===== config.mk =====
export PLATFORM = sky130hd
export DESIGN_NAME = mtm_alu_deserializer
export DESIGN_NICKNAME = d
export VERILOG_FILES = /design/src/rtl/mtm_alu_deserializer_pkg.sv /design/src/rtl/mtm_alu_deserializer_crc4.sv /design/src/rtl/mtm_alu_deserializer.sv
export SDC_FILE = /design/constraint.sdc
export NUM_CORES = 1
export LEC_CHECK = 0
export BUFFER_PORTS_ARGS = -buffer_cell sky130_fd_sc_hd__buf_4
export CORE_UTILIZATION = 40
export CTS_CLUSTER_DIAMETER = 120
export CTS_CLUSTER_SIZE = 10
export DETAILED_ROUTE_END_ITERATION = 10
export GPL_ROUTABILITY_DRIVEN = 0
export PLACE_DENSITY_LB_ADDON = 0.15
export SLEW_MARGIN = 15
export SYNTH_ARGS = -nofsm -noshare
export SYNTH_HDL_FRONTEND = slang
export SYNTH_SLANG_ARGS = --single-unit

===== constraint.sdc =====
create_clock -name clk -period 8.8 [get_ports clk]
set_input_delay 1.76 -clock clk [delete_from_list [all_inputs] [get_ports clk]]
set_output_delay 1.76 -clock clk [all_outputs]
set_load 0.005 [all_outputs]

===== src/rtl/mtm_alu_deserializer_pkg.sv =====
// mtm_Alu_pkg: shared constants, types and helpers for the serial ALU request
// deserializer.
//   - state_t     : deserializer FSM states
//   - op_t        : supported ALU operation codes
//   - ERR_*_BIT   : bit positions inside err_flags
//   - PKT_*       : packet type bit values
//   - crc4_calc() : CRC-4 (x^4+x+1, init 0, MSB first) over a 68-bit vector
//   - op_is_valid(): true for the four supported op codes
package mtm_Alu_pkg;

  typedef enum logic [1:0] {
    ST_IDLE    = 2'd0,
    ST_TYPE    = 2'd1,
    ST_PAYLOAD = 2'd2,
    ST_STOP    = 2'd3
  } state_t;

  typedef enum logic [2:0] {
    OP_AND = 3'b000,
    OP_OR  = 3'b001,
    OP_ADD = 3'b100,
    OP_SUB = 3'b101
  } op_t;

  localparam int ERR_DATA_BIT = 2;
  localparam int ERR_CRC_BIT  = 1;
  localparam int ERR_OP_BIT   = 0;

  // Result reported for a framing error (stop bit sampled low).
  localparam logic [2:0] ERR_DATA_ONLY = 3'b100;

  localparam logic PKT_DATA = 1'b0;
  localparam logic PKT_CMD  = 1'b1;

  // Number of DATA packets in a well-formed request, and counter ceiling.
  localparam logic [3:0] DATA_PKTS = 4'd8;
  localparam logic [3:0] CNT_MAX   = 4'd15;

  // Bit-serial LFSR form: feedback = msb ^ data bit, taps at x^1 and x^0.
  function automatic logic [3:0] crc4_calc(input logic [67:0] d);
    logic [3:0] c;
    logic       fb;
    c = 4'h0;
    for (int i = 67; i >= 0; i--) begin
      fb = c[3] ^ d[i];
      c  = {c[2:0], 1'b0} ^ {2'b00, fb, fb};
    end
    return c;
  endfunction

  function automatic logic op_is_valid(input logic [2:0] o);
    logic ok;
    case (o)
      OP_AND, OP_OR, OP_ADD, OP_SUB: ok = 1'b1;
      default:                       ok = 1'b0;
    endcase
    return ok;
  endfunction

endpackage


===== src/rtl/mtm_alu_deserializer_crc4.sv =====
// mtm_alu_crc4: purely combinational CRC-4 over the 68-bit request vector
// {B, A, 1'b1, op}.
//   data : input  68-bit vector, MSB processed first
//   crc  : output 4-bit CRC remainder
module mtm_alu_crc4
  import mtm_Alu_pkg::*;
(
  input  logic [67:0] data,
  output logic [3:0]  crc
);

  // CRC of the whole vector in one combinational step.
  always_comb begin
    crc = crc4_calc(data);
  end

endmodule


===== src/rtl/mtm_alu_deserializer.sv =====
// mtm_alu_deserializer: receives 11-bit serial packets (start, type, 8 payload
// bits MSB first, stop) and assembles 8 DATA packets plus 1 CMD packet into a
// decoded ALU request with error classification.
//   clk       : input  single clock, rising-edge sampling
//   rst_n     : input  asynchronous active-low reset
//   sin       : input  serial line, idle high
//   valid     : output one-cycle pulse when a request result is presented
//   B, A      : output 32-bit operands (zero on ERR_DATA)
//   op        : output received 3-bit op code
//   err_flags : output {ERR_DATA, ERR_CRC, ERR_OP}, at most one set
module mtm_alu_deserializer
  import mtm_Alu_pkg::*;
(
  input  logic        clk,
  input  logic        rst_n,
  input  logic        sin,
  output logic        valid,
  output logic [31:0] B,
  output logic [31:0] A,
  output logic [2:0]  op,
  output logic [2:0]  err_flags
);

  state_t      state_r;
  state_t      state_nxt_s;
  logic [2:0]  bit_cnt_r;
  logic        type_r;
  logic [7:0]  pay_r;
  logic [63:0] shift_r;
  logic [3:0]  data_cnt_r;

  logic        valid_r;
  logic [31:0] b_r;
  logic [31:0] a_r;
  logic [2:0]  op_r;
  logic [2:0]  err_r;

  logic [2:0]  rx_op_s;
  logic [3:0]  rx_crc_s;
  logic [3:0]  crc_calc_s;
  logic [2:0]  res_err_s;
  logic [31:0] res_b_s;
  logic [31:0] res_a_s;

  // CMD payload is {1'b0, op[2:0], crc[3:0]}; fields are only meaningful in STOP.
  assign rx_op_s  = pay_r[6:4];
  assign rx_crc_s = pay_r[3:0];

  mtm_alu_crc4 u_crc4 (
    .data ({shift_r, 1'b1, rx_op_s}),
    .crc  (crc_calc_s)
  );

  // State register.
  always_ff @(posedge clk or negedge rst_n) begin
    if (!rst_n) begin
      state_r <= ST_IDLE;
    end else begin
      state_r <= state_nxt_s;
    end
  end

  // Next-state logic: a packet occupies exactly 11 cycles.
  always_comb begin
    state_nxt_s = state_r;
    case (state_r)
      ST_IDLE: begin
        if (!sin) begin
          state_nxt_s = ST_TYPE;
        end else begin
          state_nxt_s = ST_IDLE;
        end
      end
      ST_TYPE: state_nxt_s = ST_PAYLOAD;
      ST_PAYLOAD: begin
        if (bit_cnt_r == 3'd7) begin
          state_nxt_s = ST_STOP;
        end else begin
          state_nxt_s = ST_PAYLOAD;
        end
      end
      ST_STOP: state_nxt_s = ST_IDLE;
      default: state_nxt_s = ST_IDLE;
    endcase
  end

  // Request classification for a CMD packet with a good stop bit, in priority order.
  always_comb begin
    res_err_s = 3'b000;
    res_b_s   = shift_r[63:32];
    res_a_s   = shift_r[31:0];
    if (data_cnt_r != DATA_PKTS) begin
      res_err_s[ERR_DATA_BIT] = 1'b1;
      res_b_s                 = 32'h0000_0000;
      res_a_s                 = 32'h0000_0000;
    end else if (rx_crc_s != crc_calc_s) begin
      res_err_s[ERR_CRC_BIT] = 1'b1;
    end else if (!op_is_valid(rx_op_s)) begin
      res_err_s[ERR_OP_BIT] = 1'b1;
    end else begin
      res_err_s = 3'b000;
    end
  end

  // Packet datapath, request accumulation and registered result outputs.
  always_ff @(posedge clk or negedge rst_n) begin
    if (!rst_n) begin
      bit_cnt_r  <= 3'd0;
      type_r     <= 1'b0;
      pay_r      <= 8'h00;
      shift_r    <= 64'h0;
      data_cnt_r <= 4'd0;
      valid_r    <= 1'b0;
      b_r        <= 32'h0000_0000;
      a_r        <= 32'h0000_0000;
      op_r       <= 3'b000;
      err_r      <= 3'b000;
    end else begin
      valid_r <= 1'b0;
      case (state_r)
        ST_IDLE: bit_cnt_r <= 3'd0;
        ST_TYPE: begin
          type_r    <= sin;
          bit_cnt_r <= 3'd0;
        end
        ST_PAYLOAD: begin
          pay_r     <= {pay_r[6:0], sin};
          bit_cnt_r <= bit_cnt_r + 3'd1;
        end
        ST_STOP: begin
          if (!sin) begin
            // Framing error: report and drop whatever was collected so far.
            valid_r    <= 1'b1;
            b_r        <= 32'h0000_0000;
            a_r        <= 32'h0000_0000;
            op_r       <= (type_r == PKT_DATA) ? 3'b000 : rx_op_s;
            err_r      <= ERR_DATA_ONLY;
            shift_r    <= 64'h0;
            data_cnt_r <= 4'd0;
          end else if (type_r == PKT_CMD) begin
            valid_r    <= 1'b1;
            b_r        <= res_b_s;
            a_r        <= res_a_s;
            op_r       <= rx_op_s;
            err_r      <= res_err_s;
            shift_r    <= 64'h0;
            data_cnt_r <= 4'd0;
          end else begin
            // Surplus DATA packets keep shifting but the count pins at the ceiling,
            // so the request still classifies as ERR_DATA.
            shift_r <= {shift_r[55:0], pay_r};
            if (data_cnt_r != CNT_MAX) begin
              data_cnt_r <= data_cnt_r + 4'd1;
            end
          end
        end
        default: bit_cnt_r <= 3'd0;
      endcase
    end
  end

  assign valid     = valid_r;
  assign B         = b_r;
  assign A         = a_r;
  assign op        = op_r;
  assign err_flags = err_r;

endmodule

Word-level counts from Yosys, hierarchy flattened. Index checks and enable logic that the tools add are counted.

Output and inout bits: 71. Bits in registers: 153.

Bitwise operators: 133. Eq/ne operators: 12. Add/subtract/negate cells: 2. Multiplexer cells: 31. Reductions and logical operators: 7.

Operator list (count): XOR 4 x 2 -> 4 bit (66); two-way mux 32 bit (6); two-way mux 64 bit (2); XOR 1 bit (64); two-way mux 3 bit (5); two-way mux 1 bit (12); two-way mux 4 bit (3); == test 3 bit, second input constant (3); != test 4 bit, second input constant (2); case mux 2 bit (4 select lines) (1); case mux 3 bit (2 select lines) (1); adder 4 x 1 -> 4 bit, second input constant (1); == test 2 bit, second input constant (2); != test 4 bit (1); AND reduction 2 bit (2); OR reduction 4 bit (1); adder 3 x 1 -> 3 bit, second input constant (1); == test 3 x 1 -> 1 bit, second input constant (1); logical NOT 3 bit (1); != test 3 x 1 -> 1 bit, second input constant (1); XOR 3 x 2 -> 3 bit (1); == test 2 x 1 -> 1 bit, second input constant (1); logical NOT 2 bit (1); two-way mux 2 bit (1); 5 further kinds (5).

Logic depth before layout (Yosys ltp). Gate-level depths: netlist of run 1.

Depth after elaboration: 140. Depth in mapped cells: 11. Gate-level depth less buffers: 10.

Hierarchy. Synthesis of run 1 repeated with hierarchy kept, for this count alone.

Cell total of the unflattened synthesis: 545. Area total of the unflattened synthesis: 7021.7 sq um.

By module, submodules not included: mtm_alu_deserializer (times used 1, cells each 455, sequential area each 3828.7 sq um, area an instance 5918.2 sq um); mtm_alu_crc4 (times used 1, cells each 90, sequential area each 0.0 sq um, area an instance 1103.6 sq um).

Worst setup path after synthesis of run 1. OpenSTA, ideal clock, no wires.

Path type: register -> register. Start: register shift_r[59]. End: register err_r[0] (netlist: err_flags[0]). Data arrival time: 3657 ps. Stages on the path, launching flop included: 11. Library setup time: 66 ps. Setup slack: 5077 ps. Path through: dfrtp_1 xnor3_2 xnor3_1 xor3_1 xnor2_2 xnor3_1 xnor3_1 xnor3_1 a211o_1 a21oi_2 a32o_2.

Cells in the longest elaborated chain, start to end: 91.

Ends and longest elaborated chain: from (decl) (line mtm_alu_deserializer.sv:29) `logic [63:0] shift_r;`; from (signal assigned) (line mtm_alu_deserializer.sv:151) `shift_r <= {shift_r[55:0], pay_r};`; XOR 1 bit * (line mtm_alu_deserializer_pkg.sv:45) `fb = c[3] ^ d[i];`; XOR 4 x 2 -> 4 bit * (3 in series) (line mtm_alu_deserializer_pkg.sv:46) `c = {c[2:0], 1'b0} ^ {2'b00, fb, fb};`; XOR 1 bit (line mtm_alu_deserializer_pkg.sv:45); XOR 4 x 2 -> 4 bit * (3 in series) (line mtm_alu_deserializer_pkg.sv:46); XOR 1 bit (line mtm_alu_deserializer_pkg.sv:45); XOR 4 x 2 -> 4 bit * (3 in series) (line mtm_alu_deserializer_pkg.sv:46); XOR 1 bit (line mtm_alu_deserializer_pkg.sv:45); XOR 4 x 2 -> 4 bit * (3 in series) (line mtm_alu_deserializer_pkg.sv:46); [... 65 more ...]; XOR 4 x 2 -> 4 bit * (3 in series) (line mtm_alu_deserializer_pkg.sv:46); XOR 1 bit (line mtm_alu_deserializer_pkg.sv:45); XOR 4 x 2 -> 4 bit * (line mtm_alu_deserializer_pkg.sv:46); != test 4 bit * (line mtm_alu_deserializer.sv:96) `end else if (rx_crc_s != crc_calc_s) begin`; two-way mux 1 bit * (line mtm_alu_deserializer.sv:96); two-way mux 2 bit * (line mtm_alu_deserializer.sv:92) `if (data_cnt_r != DATA_PKTS) begin`; two-way mux 3 bit * (line mtm_alu_deserializer.sv:140) `end else if (type_r == PKT_CMD) begin`; two-way mux 3 bit * (line mtm_alu_deserializer.sv:131) `if (!sin) begin`; to (signal assigned) (line mtm_alu_deserializer.sv:145) `err_r <= res_err_s;`; to (decl) (line mtm_alu_deserializer.sv:36) `logic [2:0] err_r;`.

Every way passes the cells marked *; elsewhere a longest branch is shown, timed or not. The select of a mux whose other input is x is not followed. A chain may end at the register's enable or synchronous reset.

Worst setup path in the final report of run 1.
Start: register shift_r[52]. End: register err_r[0] (netlist: err_flags[0]).

Cells in the longest elaborated chain, start to end: 81.

Ends and longest elaborated chain (line): XOR 1 bit * (mtm_alu_deserializer_pkg.sv:45); XOR 4 x 2 -> 4 bit * (3 in series) (mtm_alu_deserializer_pkg.sv:46); XOR 1 bit or XOR 4 x 2 -> 4 bit (tied branches) (mtm_alu_deserializer_pkg.sv:45, mtm_alu_deserializer_pkg.sv:46); XOR 4 x 2 -> 4 bit * (3 in series) (mtm_alu_deserializer_pkg.sv:46); XOR 1 bit or XOR 4 x 2 -> 4 bit (tied branches) (mtm_alu_deserializer_pkg.sv:45, mtm_alu_deserializer_pkg.sv:46); XOR 4 x 2 -> 4 bit * (3 in series) (mtm_alu_deserializer_pkg.sv:46); XOR 1 bit or XOR 4 x 2 -> 4 bit (tied branches) (mtm_alu_deserializer_pkg.sv:45, mtm_alu_deserializer_pkg.sv:46); XOR 4 x 2 -> 4 bit * (3 in series) (mtm_alu_deserializer_pkg.sv:46); [... 54 more ...]; XOR 4 x 2 -> 4 bit * (4 in series) (mtm_alu_deserializer_pkg.sv:46); XOR 1 bit or XOR 4 x 2 -> 4 bit (tied branches) (mtm_alu_deserializer_pkg.sv:45, mtm_alu_deserializer_pkg.sv:46); XOR 4 x 2 -> 4 bit * (mtm_alu_deserializer_pkg.sv:46); != test 4 bit * (mtm_alu_deserializer.sv:96); two-way mux 1 bit * (mtm_alu_deserializer.sv:96); two-way mux 2 bit * (mtm_alu_deserializer.sv:92); two-way mux 3 bit * (mtm_alu_deserializer.sv:140); two-way mux 3 bit * (mtm_alu_deserializer.sv:131).

Marks and branches as above.

==> qor.txt, run 1 <==
Worst slew pin tran: 966 ps
Hold Vio Cnt, Final: 0
Post-synth top area share: 55.3%
WL/cell: 19.0 um
Starting density of the core: 41.3%
Area growth syn-to-layout: 18.7%
TritonCTS buffer count: 17
Largest net degree at the start of global routing: 79
Synth Register Bits: 153
Hold crit path type: reg -> reg
Post-Syn Instances: 496
Multi-input combinational cell area: 2960 um2
Via count: 4256
Critical path cell sequence: xnor3_1, xor2_1, xnor3_1, xnor2_2, xnor3_1, xnor3_1, xnor3_1, a211o_1, a21oi_2, a32o_2
Synthesized area: 6930 um2
Detailed Routing Iterations Pass 1: 5
Vias in the first global route: 4281
Async SR Flop Fraction: 100%
Post-cts repair resize count: 0
Rows: 47
Slowest-stage cell, CP: dfrtp_1
Port bufs: 73
DRC Markers: 0
CTS tree: yes
Reg2reg setup slack: 4860 ps
Hold buffers post-CTS: 0
RR Startpoint: shift_r[52]
Crit path time final: 3940 ps
Final period util: 44.8%
Die height: 134 um
Avg Cell Area, Syn: 14.0 um2
Layout Skew: 12.4 ps
Placed cell areas: 7690 um2
Clk root buf: clkbuf_16
Final Power: 2.35 mW
Post-synthesis cell type count: 30
CP Capture Type: register
Syn Nets: 508
Main synth FF type: dfrtp_1
Reg clk slew, reported paths: 60 ps
Die area: 17900 um2
CORE AREA: 16800 um2
Longest Clk Path Bufs: 2
Reg area: 3830 um2
Gr ovfl total: 0
Hold depth: 1
Hold path endpoint: shift_r[7]
Pre-CTS WS: 4790 ps
Die X: 134 um
Utilization after layout: 49.1%
Antenna-violating nets left: 0
GR Util All Layers: 18.3%
R2r worst-path depth: 10
PwrDens: 286 nW/um2
Post-Route WL: 15.1 mm
Initial DRC count: 276
Layout Nets: 573
RSZ-0062 raised after global routing: no
Max-slew violations: 0
Reg-to-Reg End: err_flags[0]
Most frequent CP cell: xnor3_1
Initial antenna violation count: 0
Clk sink count: 153
Cell taking the most area after synthesis: dfrtp_1
Startpoint types: register
Fin cells: 794
# setup viols final: 0
Post-Layout Inst Area: 8220 um2
First-pass GRT wire length: 24.7 mm
Status: completed
# Post-CTS Setup Buffers: 0
Maxcap violations: 0
PnR worst setup slack: 4860 ps
Max_slew headroom: 35.6%
# fillers: 1472
Peak supply drop: 228 uV
Static leakage: 4.06 nW
Setup TNS: 0 ps
Crit path max fanout: 5
Critical path class: reg -> reg
Hold WS: 488 ps
H-tree depth: 4
Share of post-route cells with drive strength above 1: 21.3%
Worst-skew pair later-pin latency: 420 ps
Critical Path AT: 4290 ps
Top post-synthesis cells by area: dfrtp_1, a22o_1, xnor2_1, xnor3_1, xor2_1
Sequential fraction of the synthesis area: 55.3%
YS warnings: 0
Achievable Freq: 0.254 GHz
Number of synthesized flops with an enable pin: 0
Max incr delay on CP: 580 ps
HP Start: pay_r[7]
Hpwl dp: 9.91 mm
Boundary pin count: 74
Antenna fix cells: 0
Worst EP required: 9150 ps
Dpl cells: 762
Vias per cell: 5.36
[cell usage in the layout (no fill, tap or decap), drive strengths merged]
cell | netlist | layout
xor2 | 17 | 17
mux2i | 1 | 1
clkinv | 0 | 6
o31ai | 3 | 3
xnor3 | 25 | 25
nand4b | 1 | 1
buf | 4 | 78
ha | 9 | 9
a32o | 4 | 4
clkinvlp | 0 | 3
inv | 9 | 10
nor2 | 6 | 6
o21ai | 5 | 5
a21oi | 2 | 2
a22o | 127 | 127
dfrtp | 153 | 153
nand2 | 13 | 13
nand3 | 6 | 6
a211o | 1 | 1
mux2 | 8 | 8
nor3 | 1 | 1
xnor2 | 65 | 65
or3 | 2 | 2
and3 | 1 | 1
o211ai | 1 | 1
clkbuf | 28 | 22
xor3 | 3 | 3
nand2b | 1 | 1
[worst max-delay path, delay by kind of cell (launching register included)]
family          cells  cell delay [ps]
compound gates      3              620
xor+xnor            7             2660
flops               1              580
[synthesized netlist by cell type (5+ instances only)]
cell	number
a22o_1	127
clkbuf_1	28
dfrtp_1	153
ha_1	9
inv_1	9
mux2_2	8
nand2_1	13
nand3_1	6
nor2_1	6
o21ai_0	5
xnor2_1	64
xnor3_1	24
xor2_1	17
[report_power, final]
| group | leakage [nW] | switching [mW] | total [mW] | internal [mW] |
|---|---|---|---|---|
| Clock | 0.257 | 0.281 | 0.656 | 0.375 |
| Combinational | 1.70 | 0.382 | 0.819 | 0.437 |
| Sequential | 2.10 | 0.0986 | 0.873 | 0.775 |
[flip-flops by register name, summed over array words and instances, names as in the netlist]
register / cells
type_r: 1
state_r: 2
B: 32
err_flags: 3
valid: 1
data_cnt_r: 4
pay_r: 8
op: 3
shift_r: 64
A: 32
bit_cnt_r: 3
[how the worst max path moves through the flow]
stage,slack [ps],to,from,cells after the start
floorplan,5080,err_flags[0],shift_r[59],10
global placement,4870,err_flags[0],sin,7
detailed placement,4790,err_flags[0],sin,7
CTS,4850,err_flags[0],shift_r[59],10
global route,4700,err_flags[0],shift_r[59],10
finish,4860,err_flags[0],shift_r[52],10
[final cells by class]
cell class | instances | area share [%]
sequential | 153 | 46.6
multi-input combinational | 302 | 36.0
timing repair buffer | 78 | 7.17
tap | 220 | 3.35
inverter | 9 | 0.411
clock inverter | 10 | 0.837
clock buffer | 22 | 5.65
[routing by layer]
metal	wire length (um)	global-route usage [%]	up-vias	share of wire (%)
li1	-	-	1963	-
met1	7320	26.3	2188	49
met2	7080	27.5	89	47
met3	520	4.45	16	3.4
met4	170	5.37	0	1.1
met5	0	0	-	0
[cells by family (layout without fill, tap and decap cells)]
family	after synthesis	in the layout	synth area share, %
XOR/XNOR	110	110	19.6
flip-flops	153	153	55.3
AND/OR/NAND/NOR	31	31	2.02
AO/OA/AOI/OAI	143	143	17.8
adder cells (fa/ha/maj)	9	9	1.63
buffers and inverters	41	119	2.22
multiplexers	9	9	1.44
(Power assumes the default switching activity.)
==> inputs of run 2 (changes only) <==
Settings changed: ABC_AREA set to 1.
Clock period 8.8 ns to 4 ns, I/O delays scaled along.
==> qor.txt, run 2 <==
Die height: 148 um
Reg2reg setup slack: -1950 ps
Hold Vio Cnt, Final: 0
Crit path time final: 5950 ps
Worst-skew pair later-pin latency: 430 ps
Starting density of the core: 41.4%
Area growth syn-to-layout: 31.5%
Post-synthesis cell type count: 23
DRC Markers: 0
Adder-cell share of the synthesized area: 1.33%
R2r worst-path depth: 66
Via count: 7830
Syn Nets: 1155
Reg clk slew, reported paths: 60 ps
Layout Skew: 12.3 ps
Vias per cell: 5.04
Post-synth top area share: 45.1%
Largest net degree at the start of global routing: 119
Largest Register: shift_r
Die X: 148 um
Mux cell area share after synthesis: 0%
Most frequent CP cell: nand2_4
TritonCTS buffer count: 17
Rows: 52
Placed cell areas: 9870 um2
Gr ovfl total: 0
RSZ-0062 raised after global routing: yes
Max-slew violations: 0
Max incr delay on CP: 430 ps
WL/cell: 14.5 um
Die area: 21800 um2
CORE AREA: 20500 um2
Detailed Routing Iterations Pass 1: 5
H-tree depth: 4
Post-Layout Inst Area: 11200 um2
Hold crit path type: in -> async
Reg-to-Reg End: err_flags[1]
Hold buffers post-CTS: 0
Avg Cell Area, Syn: 7.43 um2
Clk sink count: 153
Boundary pin count: 74
Max FFs per register: 64
Largest family of logic cells by synthesized area: simple AND/OR/NAND/NOR gates
Startpoint types: register
Worst slew pin tran: 1050 ps
Achievable Freq: 0.168 GHz
Slowest-stage cell, CP: dfrtp_1
Critical Path AT: 6270 ps
Main synth FF type: dfrtp_1
CTS tree: yes
Top post-synthesis cells by area: dfrtp_1, nand2_1, nand3_1, o21ai_0, nand2_2
Compound-gate portion of the synthesized area: 8.88%
Maxcap violations: 0
PnR worst setup slack: -1950 ps
Sequential fraction of the synthesis area: 45.1%
Status: finished with violations
Post-Syn Instances: 1143
Max_slew headroom: 30.2%
Synthesized area: 8490 um2
# fillers: 1900
Vias in the first global route: 7357
Post-synthesis simple-gate area fraction: 36.5%
Worst EP required: 4320 ps
Post-Route WL: 22.6 mm
Synth Register Bits: 153
YS warnings: 0
Top cells by count, synth: nand2_1, nand3_1, dfrtp_1
Number of synthesized flops with an enable pin: 0
Async SR Flop Fraction: 100%
Port bufs: 73
Most common cell in the netlist: nand2_1
Fin cells: 1555
Crit path max fanout: 5
Reg area: 3830 um2
Hpwl dp: 15.1 mm
Most frequent cells in the layout: nand2_1, nand3_1, dfrtp_1, buf_4, o21ai_0
# setup viols final: 2
Synth Area in XOR/XNOR: 0.619%
RR Startpoint: shift_r[63]
Layout Nets: 1284
Critical path class: reg -> reg
Pre-CTS WS: -1720 ps
Dpl cells: 1522
Longest Clk Path Bufs: 2
Cell taking the most area after synthesis: dfrtp_1
Failing checks: setup timing
GR Util All Layers: 21.1%
Most common cell after layout, fill and taps aside: nand2_1
CP Capture Type: register
Clk root buf: clkbuf_16
Share of post-route cells with drive strength above 1: 33.6%
Multi-input combinational cell area: 4760 um2
Initial DRC count: 454
Hold WS: 260 ps
Final period util: 149%
Initial antenna violation count: 0
Antenna fix cells: 0
Antenna-violating nets left: 0
First-pass GRT wire length: 36.6 mm
run 2: worst max-delay path, delay by kind of cell (launching register included):
kind                   cells  cell delay [ps]
AO/OA/AOI/OAI              1              150
buffers and inverters      6              450
flip-flops                 1              430
AND/OR/NAND/NOR           59             4780
run 2: per-stage QoR:
stage	utilization [%]	setup TNS (ps)
after floorplan	-	-1930
after CTS	52.3	-3210
after global placement	48.1	-3090
final	54.5	-3810
after global routing	54.5	-4710
after detailed placement	48.1	-3360
run 2: area by class of cell:
cell class / instances / share of cell area [%]
repair buffers: 147 / 10.0
multi-input cells: 820 / 42.6
well taps: 270 / 3.02
clock buffers: 21 / 4.12
inverters: 133 / 4.47
flip-flops and latches: 153 / 34.3
clock inverters: 11 / 1.52
run 2: worst max-delay path by stage:
stage	startpoint	endpoint	slack, ps	cells past startpoint
3_5_place_dp	shift_r[63]	err_flags[1]	-1720	64
4_1_cts	shift_r[63]	err_flags[1]	-1650	66
3_3_place_gp	shift_r[63]	err_flags[1]	-1580	61
2_1_floorplan	shift_r[63]	err_flags[1]	-1010	62
5_1_grt	shift_r[63]	err_flags[1]	-2390	66
6_report	shift_r[63]	err_flags[1]	-1950	66
run 2: layer usage:
metal	track usage, %	vias to the layer above	wire length, um
met4	6.34	0	253
met3	2.96	22	774
met1	30.8	3704	11300
met5	0	-	0
met2	32.3	144	10300
li1	-	3960	-
run 2: repair_timing:
item	4_1_cts	5_1_grt
pin swaps	25	60
setup buffers	1	0
resized for setup	57	117
setup endpoints to repair	2	2
gates cloned	0	0
hold endpoints to repair	0	0
run 2: kinds of logic after synthesis:
logic type / after synthesis
AOI/OAI and AO/OA: 150
xor gates and xnor gates: 6
adders and majority gates: 9
buffers and inverters: 170
DFF: 153
and+or+nand+nor: 655
Power of run 2 is left out: the tool's default activity adds up to more than one toggle a clock period on the data nets, which glitch-free logic cannot reach.
==> inputs of run 3 (changes only) <==
Settings changed: CORE_MARGIN set to 2, CORE_UTILIZATION 40 to 55, RECOVER_POWER set to 25.
==> qor.txt, run 3 (synthesis gave the netlist of run 2 again) <==
Status: finished with violations
Failing checks: capacitance limit, slew limit, setup timing
Reg-to-Reg End: err_flags[1]
Hold path endpoint: A[25]
Detailed Routing Iterations Pass 1: 7
TritonCTS buffer count: 17
Die area: 16500 um2
Critical path class: reg -> reg
Hold WS: 482 ps
Worst slew pin tran: 2210 ps
Clk root buf: clkbuf_16
First-pass GRT wire length: 35.3 mm
Antenna fix cells: 0
CORE AREA: 15100 um2
Max-slew violations: 89
Achievable Freq: 0.162 GHz
Rows: 45
Via count: 8270
PnR worst setup slack: -2170 ps
Starting density of the core: 56.1%
Maxcap violations: 1
Largest Register: shift_r
Final period util: 154%
Cell family with most CP delay: simple AND/OR/NAND/NOR gates
Most frequent CP cell: nand2_2
Most frequent cells in the layout: nand2_1, nand3_1, dfrtp_1, o21ai_0, buf_4
Reg2reg setup slack: -2170 ps
Dpl cells: 1426
Die X: 128 um
Most common cell after layout, fill and taps aside: nand2_1
Crit path time final: 6170 ps
Port bufs: 73
Longest Clk Path Bufs: 2
Gr ovfl total: 0
WL/cell: 16.0 um
Antenna-violating nets left: 0
Initial DRC count: 701
CP Capture Type: register
Largest net degree at the start of global routing: 131
Crit path max fanout: 6
Max incr delay on CP: 460 ps
Fin cells: 1463
Hold depth: 2
RSZ-0062 raised after global routing: yes
Placed cell areas: 9660 um2
H-tree depth: 4
Critical Path AT: 6480 ps
Pre-CTS WS: -1740 ps
Share of post-route cells with drive strength above 1: 36.7%
Vias per cell: 5.65
Layout Skew: 5.58 ps
Clk sink count: 153
Boundary pin count: 74
HP Start: A[25]
Layout Nets: 1274
Crit path buf inv count: 6
RR Startpoint: shift_r[63]
Worst EP required: 4320 ps
Max_slew headroom: -47.4%
CTS tree: yes
Hpwl dp: 14.6 mm
Area growth syn-to-layout: 32.1%
Initial antenna violation count: 1
GR Util All Layers: 26.8%
R2r worst-path depth: 60
Post-Layout Inst Area: 11200 um2
Hold Vio Cnt, Final: 0
DRC Markers: 0
Die height: 128 um
Reg clk slew, reported paths: 60 ps
Worst-skew pair later-pin latency: 430 ps
Vias in the first global route: 7354
Hold crit path type: reg -> reg
# setup viols final: 2
# fillers: 1109
Max FFs per register: 64
Post-Route WL: 23.3 mm
Slowest-stage cell, CP: dfrtp_2
Startpoint types: register
[run 3: metrics by stage]
stage / utilization [%] / TNS (ps)
finish: 74.1 / -4310
floorplan: - / -1930
CTS: 68.8 / -3390
detailed placement: 63.8 / -3430
global route: 74.1 / -5140
global placement: 63.8 / -3140
[run 3: worst max path at each step]
| stage | from | to | slack, ps | cells after the start |
|---|---|---|---|---|
| finish | shift_r[63] | err_flags[1] | -2170 | 60 |
| global route | shift_r[61] | err_flags[1] | -2590 | 61 |
| CTS | shift_r[63] | err_flags[1] | -1710 | 66 |
| detailed placement | shift_r[63] | err_flags[1] | -1740 | 62 |
| global placement | shift_r[63] | err_flags[1] | -1580 | 62 |
| floorplan | shift_r[63] | err_flags[1] | -1010 | 62 |
[run 3: final cells by class]
type                       instances  area (um2)  share of cell area [%]
timing repair buffer             137        1020                    9.12
clock inverter                    11         100                   0.892
multi-input combinational        820        5060                    45.1
tap                              188         235                    2.10
sequential                       153        3830                    34.2
clock buffer                      21         450                    4.02
inverter                         133         512                    4.56
[run 3: timing repair]
action / CTS / global route
setup buffers: 0 / 5
pin swaps: 11 / 72
endpoints found under the setup margin: 2 / 2
hold buffers: 0 / 0
cloned: 0 / 0
resized for setup: 52 / 199
[run 3: worst reg2reg max path: cells and delay by family, from the launching register on]
kind                   cells  cell delay [ps]
buffers and inverters      6              530
AND/OR/NAND/NOR           53             4890
AO/OA/AOI/OAI              1              160
flip-flops                 1              460
[run 3: layer usage]
metal / GRT usage [%] / share of wire, % / vias up
met2: 42.1 / 47 / 303
met4: 7.76 / 2.3 / 0
met3: 5.26 / 5.9 / 52
met1: 38.1 / 44 / 3968
li1: - / - / 3947
met5: 0 / 0 / -
Power of run 3 is left out for the same reason.
